File: src/rtl/delayed_write_fifo_ptrs.sv
// Pointer/status engine for a dataless show-ahead FIFO with a delayed write request
// and an equally delayed almost-full return path. Optional sticky flags: FIFO_PTRS_DEBUG_FLAGS_EN.
module delayed_write_fifo_ptrs #(
  parameter int  DEPTH               = 16,
  parameter int  WRITE_DELAY         = 0,
  parameter int  ALMOST_FULL_MARGIN  = 0,
  parameter int  ALMOST_EMPTY_MARGIN = 0,
  localparam int LOG_DEPTH           = $clog2(DEPTH)
) (
  input  logic                 clock,
  input  logic                 rst,
  input  logic                 wrreq,
  output logic                 full,
  input  logic                 rdreq,
  output logic                 empty,
  output logic                 almost_empty,
  output logic [LOG_DEPTH:0]   usedw,
  output logic [LOG_DEPTH-1:0] wrptr,
  output logic [LOG_DEPTH-1:0] rdptr,
  output logic                 overflow,
  output logic                 underflow
);

  localparam int AF_INT = ALMOST_FULL_MARGIN + 2 * WRITE_DELAY;

  localparam logic [LOG_DEPTH:0]   CNT_ONE  = (LOG_DEPTH + 1)'(1);
  localparam logic [LOG_DEPTH:0]   CNT_MAX  = (LOG_DEPTH + 1)'(DEPTH);
  localparam logic [LOG_DEPTH:0]   AE_LEVEL = (LOG_DEPTH + 1)'(ALMOST_EMPTY_MARGIN);
  localparam logic [LOG_DEPTH:0]   AF_LEVEL = (LOG_DEPTH + 1)'(DEPTH - AF_INT);
  localparam logic [LOG_DEPTH-1:0] PTR_ONE  = LOG_DEPTH'(1);

  if (AF_INT >= DEPTH) begin : g_margin_check
    $error("ALMOST_FULL_MARGIN + 2*WRITE_DELAY (%0d) must be below DEPTH (%0d)", AF_INT, DEPTH);
  end

  logic                 wr_d;
  logic                 wr_ok;
  logic                 rd_ok;
  logic [LOG_DEPTH:0]   usedw_q, usedw_d;
  logic [LOG_DEPTH-1:0] wrptr_q, wrptr_d;
  logic [LOG_DEPTH-1:0] rdptr_q, rdptr_d;
  logic                 empty_q;
  logic                 almost_empty_q;
  logic                 af_q;

  // Delay chains prepend the live input so a single slice works for any WRITE_DELAY >= 1.
  if (WRITE_DELAY == 0) begin : g_wr_direct
    assign wr_d = wrreq;
  end else begin : g_wr_pipe
    logic [WRITE_DELAY-1:0] wr_pipe_q;
    logic [WRITE_DELAY:0]   wr_chain;
    assign wr_chain = {wr_pipe_q, wrreq};
    always_ff @(posedge clock) begin
      if (rst) wr_pipe_q <= '0;
      else     wr_pipe_q <= wr_chain[WRITE_DELAY-1:0];
    end
    assign wr_d = wr_pipe_q[WRITE_DELAY-1];
  end

  always_comb begin
    wr_ok   = wr_d && (usedw_q != CNT_MAX);
    rd_ok   = rdreq && (usedw_q != '0);
    usedw_d = usedw_q;
    wrptr_d = wrptr_q;
    rdptr_d = rdptr_q;
    if (wr_ok) wrptr_d = wrptr_q + PTR_ONE;
    if (rd_ok) rdptr_d = rdptr_q + PTR_ONE;
    if (wr_ok && !rd_ok)      usedw_d = usedw_q + CNT_ONE;
    else if (rd_ok && !wr_ok) usedw_d = usedw_q - CNT_ONE;
  end

  always_ff @(posedge clock) begin
    if (rst) begin
      usedw_q        <= '0;
      wrptr_q        <= '0;
      rdptr_q        <= '0;
      empty_q        <= 1'b1;
      almost_empty_q <= 1'b1;
      af_q           <= 1'b1;
    end else begin
      usedw_q        <= usedw_d;
      wrptr_q        <= wrptr_d;
      rdptr_q        <= rdptr_d;
      empty_q        <= (usedw_d == '0);
      almost_empty_q <= (usedw_d <= AE_LEVEL);
      af_q           <= (usedw_d >= AF_LEVEL);
    end
  end

  if (WRITE_DELAY == 0) begin : g_full_direct
    assign full = af_q;
  end else begin : g_full_pipe
    logic [WRITE_DELAY-1:0] full_pipe_q;
    logic [WRITE_DELAY:0]   full_chain;
    assign full_chain = {full_pipe_q, af_q};
    always_ff @(posedge clock) begin
      if (rst) full_pipe_q <= '1;
      else     full_pipe_q <= full_chain[WRITE_DELAY-1:0];
    end
    assign full = full_pipe_q[WRITE_DELAY-1];
  end

`ifdef FIFO_PTRS_DEBUG_FLAGS_EN
  logic overflow_q;
  logic underflow_q;
  always_ff @(posedge clock) begin
    if (rst) begin
      overflow_q  <= 1'b0;
      underflow_q <= 1'b0;
    end else begin
      if (wr_d && !wr_ok)  overflow_q  <= 1'b1;
      if (rdreq && !rd_ok) underflow_q <= 1'b1;
    end
  end
  assign overflow  = overflow_q;
  assign underflow = underflow_q;
`else
  assign overflow  = 1'b0;
  assign underflow = 1'b0;
`endif

  assign usedw        = usedw_q;
  assign wrptr        = wrptr_q;
  assign rdptr        = rdptr_q;
  assign empty        = empty_q;
  assign almost_empty = almost_empty_q;

endmodule

File: config.mk
export PLATFORM = sky130hd
export DESIGN_NAME = delayed_write_fifo_ptrs
export DESIGN_NICKNAME = d
export VERILOG_FILES = /design/src/rtl/delayed_write_fifo_ptrs.sv
export SDC_FILE = /design/constraint.sdc
export NUM_CORES = 1
export LEC_CHECK = 0
export CAP_MARGIN = 5
export CORE_MARGIN = 1
export CORE_UTILIZATION = 50
export CTS_CLUSTER_SIZE = 25
export DETAILED_ROUTE_END_ITERATION = 10
export PLACE_DENSITY = 0.89
export SETUP_SLACK_MARGIN = 0.3
export SYNTH_ARGS = -nofsm -noshare
export SYNTH_HDL_FRONTEND = slang
export SYNTH_SLANG_ARGS = --single-unit
File: constraint.sdc
create_clock -name clock -period 6.5 [get_ports clock]
set_clock_uncertainty 0.15 [all_clocks]
set_input_delay 1.3 -clock clock [delete_from_list [all_inputs] [get_ports clock]]
set_output_delay 1.3 -clock clock [all_outputs]
set_load 0.01 [all_outputs]
==> summary.txt <==
Synth
  • Yosys top cell by area: dfxtp_1
  • Synth unique cells: 35
  • Post-synth EDFFs: 0
  • Most area-consuming cells after synthesis: dfxtp_1 (36%), xor2_1 (6.3%), ha_1 (6.0%)
  • Commonest cells post-synth: dfxtp_1 (15), nor2_1 (11), nand2_1 (10)
  • Simple-gate area share of the yosys netlist: 19.67%
  • Top cell type's share of synthesized area: 35.77%
  • Post-synthesis mux area share: 2.385%
  • Seq cells post-synth: 15
  • Syn Area/Cell: 8.655 um2
  • Top-count cell post-synth: dfxtp_1
  • Post-synth ARST share: 0%
  • Syn. warnings: 0
  • Post-Synth Adder-Cell Area: 8.495%
  • Post-Synth XOR/XNOR Area: 10.43%
  • Post-synthesis compound-gate area fraction: 15.65%
  • Seq/Total Area, Yosys: 35.77%
  • Synthesized area: 839.6 um2
  • Largest family of logic cells by synthesized area: simple AND/OR/NAND/NOR gates
  • Synth Flop Type: dfxtp_1
  • Cells after Synth: 97

Clocking
  • Worst-skew pair later-pin latency: 0.28 ns
  • CTS max path bufs: 2
  • Sink Count: 15
  • Clock transition at path regs: 0.08 ns
  • Clock root buffer: clkbuf_4
  • Resized Gates After CTS: 0
  • CTS tree: done
  • Hold Buf Count CTS: 0
  • H-tree Lvls: 1
  • # Post-CTS Setup Buffers: 0
  • Number of buffers created by CTS: 3

Global route
  • Vias in the first global route: 680
  • First-pass GRT wire length: 2842 um
  • Antenna violations before repair: 0
  • Largest net degree at the start of global routing: 16
  • GRT overflow: 0
  • Tot GR Track Use: 20.26%

Routing
  • Vias: 741
  • Drt drc: 0
  • Detail Route Antenna Nets: 0
  • WL final: 1695 um
  • Initial DRC count: 13
  • Detailed Routing Iterations Pass 1: 5
  • Vias/cell: 5.700
  • Per-cell routed wire length: 13.04 um

Cells and area
  • Fill cell count: 137
  • Share of cells above drive strength 1: 6.140%
  • P&R area growth vs syn: 23.70%
  • Diodes inserted: 0
  • Final nets: 123

Power
  • Leak Pwr: 0.4132 nW
  • Overall power: 381.6 uW
  • PD cells: 367.4 mW/mm2
  • Peak supply drop: 214.5 uV

Floorplanning
  • FP Rows: 14
  • Die height: 42.98 um
  • Initial core utilization: 54.46%
  • Die ar.: 0.001847 mm2
  • Core Region: 0.001541 mm2
  • Die width: 42.98 um
  • Io pins: 22

Timing
  • RSZ-0062 raised after global routing: no
  • Setup ws final: 3.431 ns
  • Final setup vio count: 0
  • Worst Tran Pin Value: 0.5368 ns
  • Fin Setup TNS: 0 ns
  • Count of pins over their slew limit: 0
  • Minimum clock period: 3.069 ns
  • Maximum clock frequency: 325.8 MHz
  • Final Cycle Share: 47.21%
  • Worst slew margin: 64.21%
  • Fin. Hold Viols: 0

Status
  • Status: complete, no violations

Worst setup path
  • Crit Path Max Fanout: 8
  • Crit-path slowest cell: clkdlybuf4s50_1
  • Worst EP arrival: 3.09 ns
  • Worst path required time: 6.53 ns
  • Worst setup path category: in -> reg
  • Top delay family on crit path: buffers and inverters
  • Startpoint types: input pin
  • Worst path max stage delay: 0.64 ns
  • Critical path buffers and inverters: 2
  • CP cell instances: clkdlybuf4s50_1 > inv_1 > a21oi_1 > maj3_1 > mux2i_1 > a41o_1
  • Worst setup EP type: flip-flop

Placement
  • Placer Congestion: 0.8981
  • Pre-CTS setup slack: 3.161 ns
  • Hpwl dp: 1247 um
  • Input/output buffers: 19

Job
  • Max Cap Violations: 0

Min path
  • Min-delay worst type: reg -> reg
[power breakdown]
group / internal (mW) / switching (mW) / total [mW]
sequential: 0.111 / 0.0249 / 0.136
combinational: 0.100 / 0.0938 / 0.194
clock: 0.0238 / 0.0281 / 0.0519
[per-stage QoR]
stage / utilization (%) / instance area (um2) / hold WS (ns) / cells
final: 67.37 / 1039 / 0.3517 / 130
after global placement: 65.67 / 1012 / 0.3309 / 126
after floorplan: - / 843.3 / 0.3518 / 98
after global routing: 67.37 / 1039 / 0.3883 / 130
after detailed placement: 65.67 / 1012 / 0.3417 / 126
after CTS: 67.37 / 1039 / 0.3536 / 130
[layer usage]
layer  global-route usage [%]  wire [um]
met1                    24.74        760
met3                    6.809         96
met4                    5.455         11
met5                        0          0
met2                    33.94        827
[cells in the final DEF, fill, tap and decap left out, types with 2 or more instances in the layout]
cell type and count:
nand4_1 3, a21oi_1 5, dfxtp_1 15, nand2_1 10, o21ai_0 3, ha_1 4, mux2i_1 2, xor2_1 6
clkdlybuf4s50_1 19, and2_1 2, conb_1 2, inv_1 5, nor2_1 11, clkbuf_4 3, xnor2_1 4
[state kept, by name (all words and copies together), names as in the netlist]
| register | count |
|---|---|
| rdptr | 4 |
| full | 1 |
| wrptr | 4 |
| usedw | 5 |
| empty | 1 |
[tightest hold or removal path, stage by stage (launching register included)]
cell and delay, ns:
dfxtp_1 0.34, nand2_1 0.06, a21oi_1 0.06
[cells by family (layout without fill, tap and decap cells)]
| logic type | Yosys count | after routing |
|---|---|---|
| and+or+nand+nor | 33 | 33 |
| AOI/OAI and AO/OA | 18 | 18 |
| DFF | 15 | 15 |
| buffers and inverters | 12 | 28 |
| xor gates and xnor gates | 10 | 10 |
| adders and majority gates | 6 | 6 |
| muxes | 2 | 2 |
| other | 1 | 2 |
[cell type report]
class | instances | area [um2] | area share [%]
clock buffer | 4 | 26.28 | 2.530
inverter | 5 | 18.77 | 1.807
multi-input combinational | 71 | 483.0 | 46.51
sequential | 15 | 300.3 | 28.92
tap | 16 | 20.02 | 1.928
timing repair buffer | 19 | 190.2 | 18.31
[path summary, 6_finish.rpt]
check | from | depth (start not counted) | slack, ns | endpoint
worst max-delay path | rdreq | 6 | 3.43 | empty
worst min-delay path | wrptr[1] | 2 | 0.35 | wrptr[1]
worst max register to register | usedw[0] | 7 | 4.16 | empty
worst min register to register | wrptr[1] | 2 | 0.35 | wrptr[1]
(Power assumes the default switching activity.)
==> variant 1 (config.mk and constraints unchanged) <==
Set the parameter `WRITE_DELAY` to 1 (it was 0).
--- a/src/rtl/delayed_write_fifo_ptrs.sv
+++ b/src/rtl/delayed_write_fifo_ptrs.sv
@@ -3,5 +3,5 @@
 module delayed_write_fifo_ptrs #(
   parameter int  DEPTH               = 16,
-  parameter int  WRITE_DELAY         = 0,
+  parameter int  WRITE_DELAY         = 1,
   parameter int  ALMOST_FULL_MARGIN  = 0,
   parameter int  ALMOST_EMPTY_MARGIN = 0,
Behaviour: not the same (Yosys sat finds a counterexample within 4 cycles, from zero or initial values and one cycle with rst high).
==> variant 1 against the original RTL <==
  * Wire length up 9.0%
  * Design area up 10%
  * Register-to-register slack worse by 20 ps
  * Worst hold slack worse by 52 ps
  * Area after synthesis up 14%
  * Power up 15%
  * Setup slack worse by 47 ps
  * Sequential cell count up 2
  * Via count up 3.8%
  * First-iteration DRC count up 31%
  * Combinational power up 20%
==> variant 1: results <==
metrics = {
    "outcome": {
        "status": "finished clean",
    },
    "grt": {
        "grt_max_degree": 18,
        "grt_pass1_wl_mm": 2.99,
        "antenna_found_initial": 0,
        "grt_pass1_vias": 694,
        "grt_usage_pct": 19.9,
    },
    "job": {
        "maxCapViolations": 0,
    },
    "sta": {
        "slew_headroom_pct": 62.5,
    },
    "synth": {
        "yosys.cell_types.count": 38,
        "synth-compound-area-share_pct": 16.2,
        "syn_inst": 105,
        "synth_common_cells": "dfxtp_1 (17), nor2_1 (14)",
        "synth_adder_area_share_pct": 7.31,
        "synth_xor_area_share_pct": 9.14,
        "yosysWarnings": 0,
        "async_flop_share_pct": 0,
        "synth_area_leaders": "dfxtp_1 (36%), nor2_1 (5.5%), ha_1 (5.2%)",
        "synth_seq_area_share_pct": 35.5,
        "synth_mux_area_share_pct": 3.13,
    },
    "detailed_routing": {
        "routed_via_density": 5.34,
        "drtIter0Drc": 17,
        "wl_per_cell_um": 12.8,
        "drtPass1Iterations": 4,
    },
    "critical_path": {
        "max_stage_delay_ps": 750,
        "crit_arrival_ps": 3150,
        "crit_fanout": 13,
        "cp_top_family": "compound AO/OA/AOI/OAI gates",
        "slowest_stage": "clkdlybuf4s50_1",
    },
    "clock_network": {
        "cts_resized": 0,
        "h-tree-depth": 1,
        "path_clk_slew_ps": 90,
        "cts_made_buffers": 3,
        "clock_latency_ps": 280,
        "post_cts_buffers": 0,
        "cts_buffer_depth": 2,
        "root_buffer": "clkbuf_4",
    },
    "final_layout": {
        "nets": 128,
        "largest_reg_flops": 5,
        "drive_above_1_share_pct": 9.24,
        "n_antenna_cell": 0,
        "fin_cells": 144,
        "fill_cells": 175,
    },
    "placement": {
        "dp_hpwl_mm": 1.37,
        "portBuffers": 19,
        "dp_slack_ps": 3100,
        "gp_congestion": 0.888,
    },
    "power_and_ir_drop": {
        "peakVddDrop_mv": 0.214,
        "p_leak_nw": 0.435,
    },
}
variant 1: cell count changes in the layout (fill, tap and decap cells not counted), sizes merged, moves of 2 or more:
cell	unedited run	this run
nor3	1	3
nand2	10	5
a21boi	0	2
dfxtp	15	17
and2	2	0
nor2	11	14
variant 1: through the flow:
stage               instance area [um2]  hold slack (ps)
global route                       1150              318
CTS                                1150              311
finish                             1150              300
floorplan                           962              239
detailed placement                 1120              282
global placement                   1120              253
variant 1: path summary, 6_finish.rpt:
kind | start | endpoint | slack [ps] | cells past startpoint
setup reg to reg | usedw[0]$_SDFF_PP0_ | af_q$_SDFF_PP1_ | 4140 | 7
hold / removal | af_q$_SDFF_PP1_ | full$_SDFF_PP1_ | 300 | 1
setup / recovery | rdreq | af_q$_SDFF_PP1_ | 3380 | 5
hold reg to reg | af_q$_SDFF_PP1_ | full$_SDFF_PP1_ | 300 | 1
variant 1: cells by family after synthesis:
group                      Yosys count
AOI/OAI and AO/OA                   18
xor gates and xnor gates            10
adders and majority gates            6
buffers and inverters               15
DFF                                 17
muxes                                3
other                                1
and+or+nand+nor                     35
variant 1: metal layers:
metal | global-route usage (%) | wire length [um] | vias up | share of wire, %
met5 | 0 | 0 | - | 0
met4 | 8.82 | 12 | 0 | 0.65
met3 | 3.97 | 72 | 2 | 3.9
met2 | 32.0 | 881 | 16 | 48
met1 | 25.7 | 882 | 361 | 48
li1 | - | - | 390 | -
variant 1: layout make-up:
cell class                 instances  share of cell area [%]
sequential                        17                    29.7
multi-input combinational         74                    46.9
clock buffer                       3                    1.97
timing repair buffer              19                    16.6
tap                               25                    2.73
inverter                           5                    1.64
clock inverter                     1                   0.437
variant 1: where the power goes:
group	internal (mW)	leakage (nW)	switching, mW
sequential	0.122	0.139	0.0315
combinational	0.112	0.278	0.119
clock	0.0228	0.0177	0.0309
==> variant 2 (same flow settings) <==
Made on the original files. Set the parameter `DEPTH` to 32 (it was 16).
--- a/src/rtl/delayed_write_fifo_ptrs.sv
+++ b/src/rtl/delayed_write_fifo_ptrs.sv
@@ -2,5 +2,5 @@
 // and an equally delayed almost-full return path. Optional sticky flags: FIFO_PTRS_DEBUG_FLAGS_EN.
 module delayed_write_fifo_ptrs #(
-  parameter int  DEPTH               = 16,
+  parameter int  DEPTH               = 32,
   parameter int  WRITE_DELAY         = 0,
   parameter int  ALMOST_FULL_MARGIN  = 0,
Interface: changed (resized rdptr, usedw and wrptr); port bits go from 22 to 25. The function was not compared with the original's and may differ.
==> variant 2 against the original RTL <==
  * Sequential power up 28%
  * Power grew 39%
  * Setup slack worse by 180 ps
  * Area after synthesis grew 30%
  * Design area grew 27%
  * Die area up 29%
  * Via count up 33%
  * Global-route usage up 0.90 points
  * Synthesized cell count up 31%
  * Register-to-register slack worse by 420 ps
  * Combinational power increased by 55%
  * Wire length increased by 36%
  * Sequential cell count up 3
  * Largest cell class unchanged
==> variant 2: results <==
metrics = {
    "outcome": {
        "status": "finished clean",
    },
    "power_and_ir_drop": {
        "switching_share_pct": 41.4,
        "p_leak_nw": 0.498,
        "clock_power_uw": 54.7,
        "peakVddDrop_mv": 0.215,
    },
    "grt": {
        "met1_usage_pct": 25.4,
        "grt_max_degree": 17,
        "grt_pass1_vias": 932,
        "gr-usage-met3_pct": 2.20,
    },
    "placement": {
        "placedCellCount": 168,
        "dp_hpwl_mm": 1.69,
        "portBuffers": 22,
        "gp_congestion": 0.874,
        "dpl_cell_area_um2": 1300,
    },
    "final_layout": {
        "drive_above_1_share_pct": 9.03,
        "nets": 155,
        "largest_reg_flops": 6,
        "fill_cells": 180,
    },
    "synth": {
        "synth-compound-area-share_pct": 11.4,
        "synth_mux_area_share_pct": 4.81,
        "synth_area_leaders": "dfxtp_1 (33%), ha_1 (5.7%), xor2_1 (5.6%)",
        "avgSynthCellArea_um2": 8.61,
        "yosys.cell_types.count": 38,
        "synth_common_cells": "dfxtp_1 (18), nor2_1 (14), nand2_1 (8)",
        "synth_adder_area_share_pct": 5.72,
    },
    "detailed_routing": {
        "wl_per_cell_um": 13.5,
        "drtPass1Iterations": 4,
        "met1_length_um": 990,
        "drtIter0Drc": 36,
        "routed-wl-met3_um": 109,
        "routed_via_density": 5.77,
        "drt_wl_total_mm": 2.30,
    },
    "critical_path": {
        "crit_fanout": 13,
        "r2r_setup_slack_ps": 3740,
        "r2r-start": "usedw[1]$_SDFF_PP0_",
        "crit_arrival_ps": 3290,
        "max_stage_delay_ps": 740,
    },
    "clock_network": {
        "path_clk_slew_ps": 100,
    },
    "sta": {
        "slew_headroom_pct": 55.3,
    },
}
-- variant 2: cell types whose count changed in the layout (fill, tap and decap cells not counted), sizes merged, moves of 3 or more --
cell	before	now
nand4	3	7
nor3	1	5
o21ai	4	0
clkdlybuf4s50	19	22
dfxtp	15	18
nor2	11	14
nor2b	0	3
or2	0	3
-- variant 2: final cells by class --
type | count | area, um2 | share of cell area (%)
clock buffer | 3 | 22.5 | 1.71
timing repair buffer | 22 | 220 | 16.7
multi-input combinational | 95 | 661 | 50.0
inverter | 6 | 22.5 | 1.71
sequential | 18 | 360 | 27.3
tap | 27 | 33.8 | 2.56
-- variant 2: stage by stage --
step           util (%)  hold slack, ps  total power [mW]  setup slack [ps]
2_1_floorplan         -             394             0.388              3540
4_1_cts            65.9             390             0.532              3300
3_5_place_dp       64.8             366             0.477              2990
6_report           65.9             381             0.531              3250
5_1_grt            65.9             431             0.569              3120
3_3_place_gp       64.8             343             0.466              3060
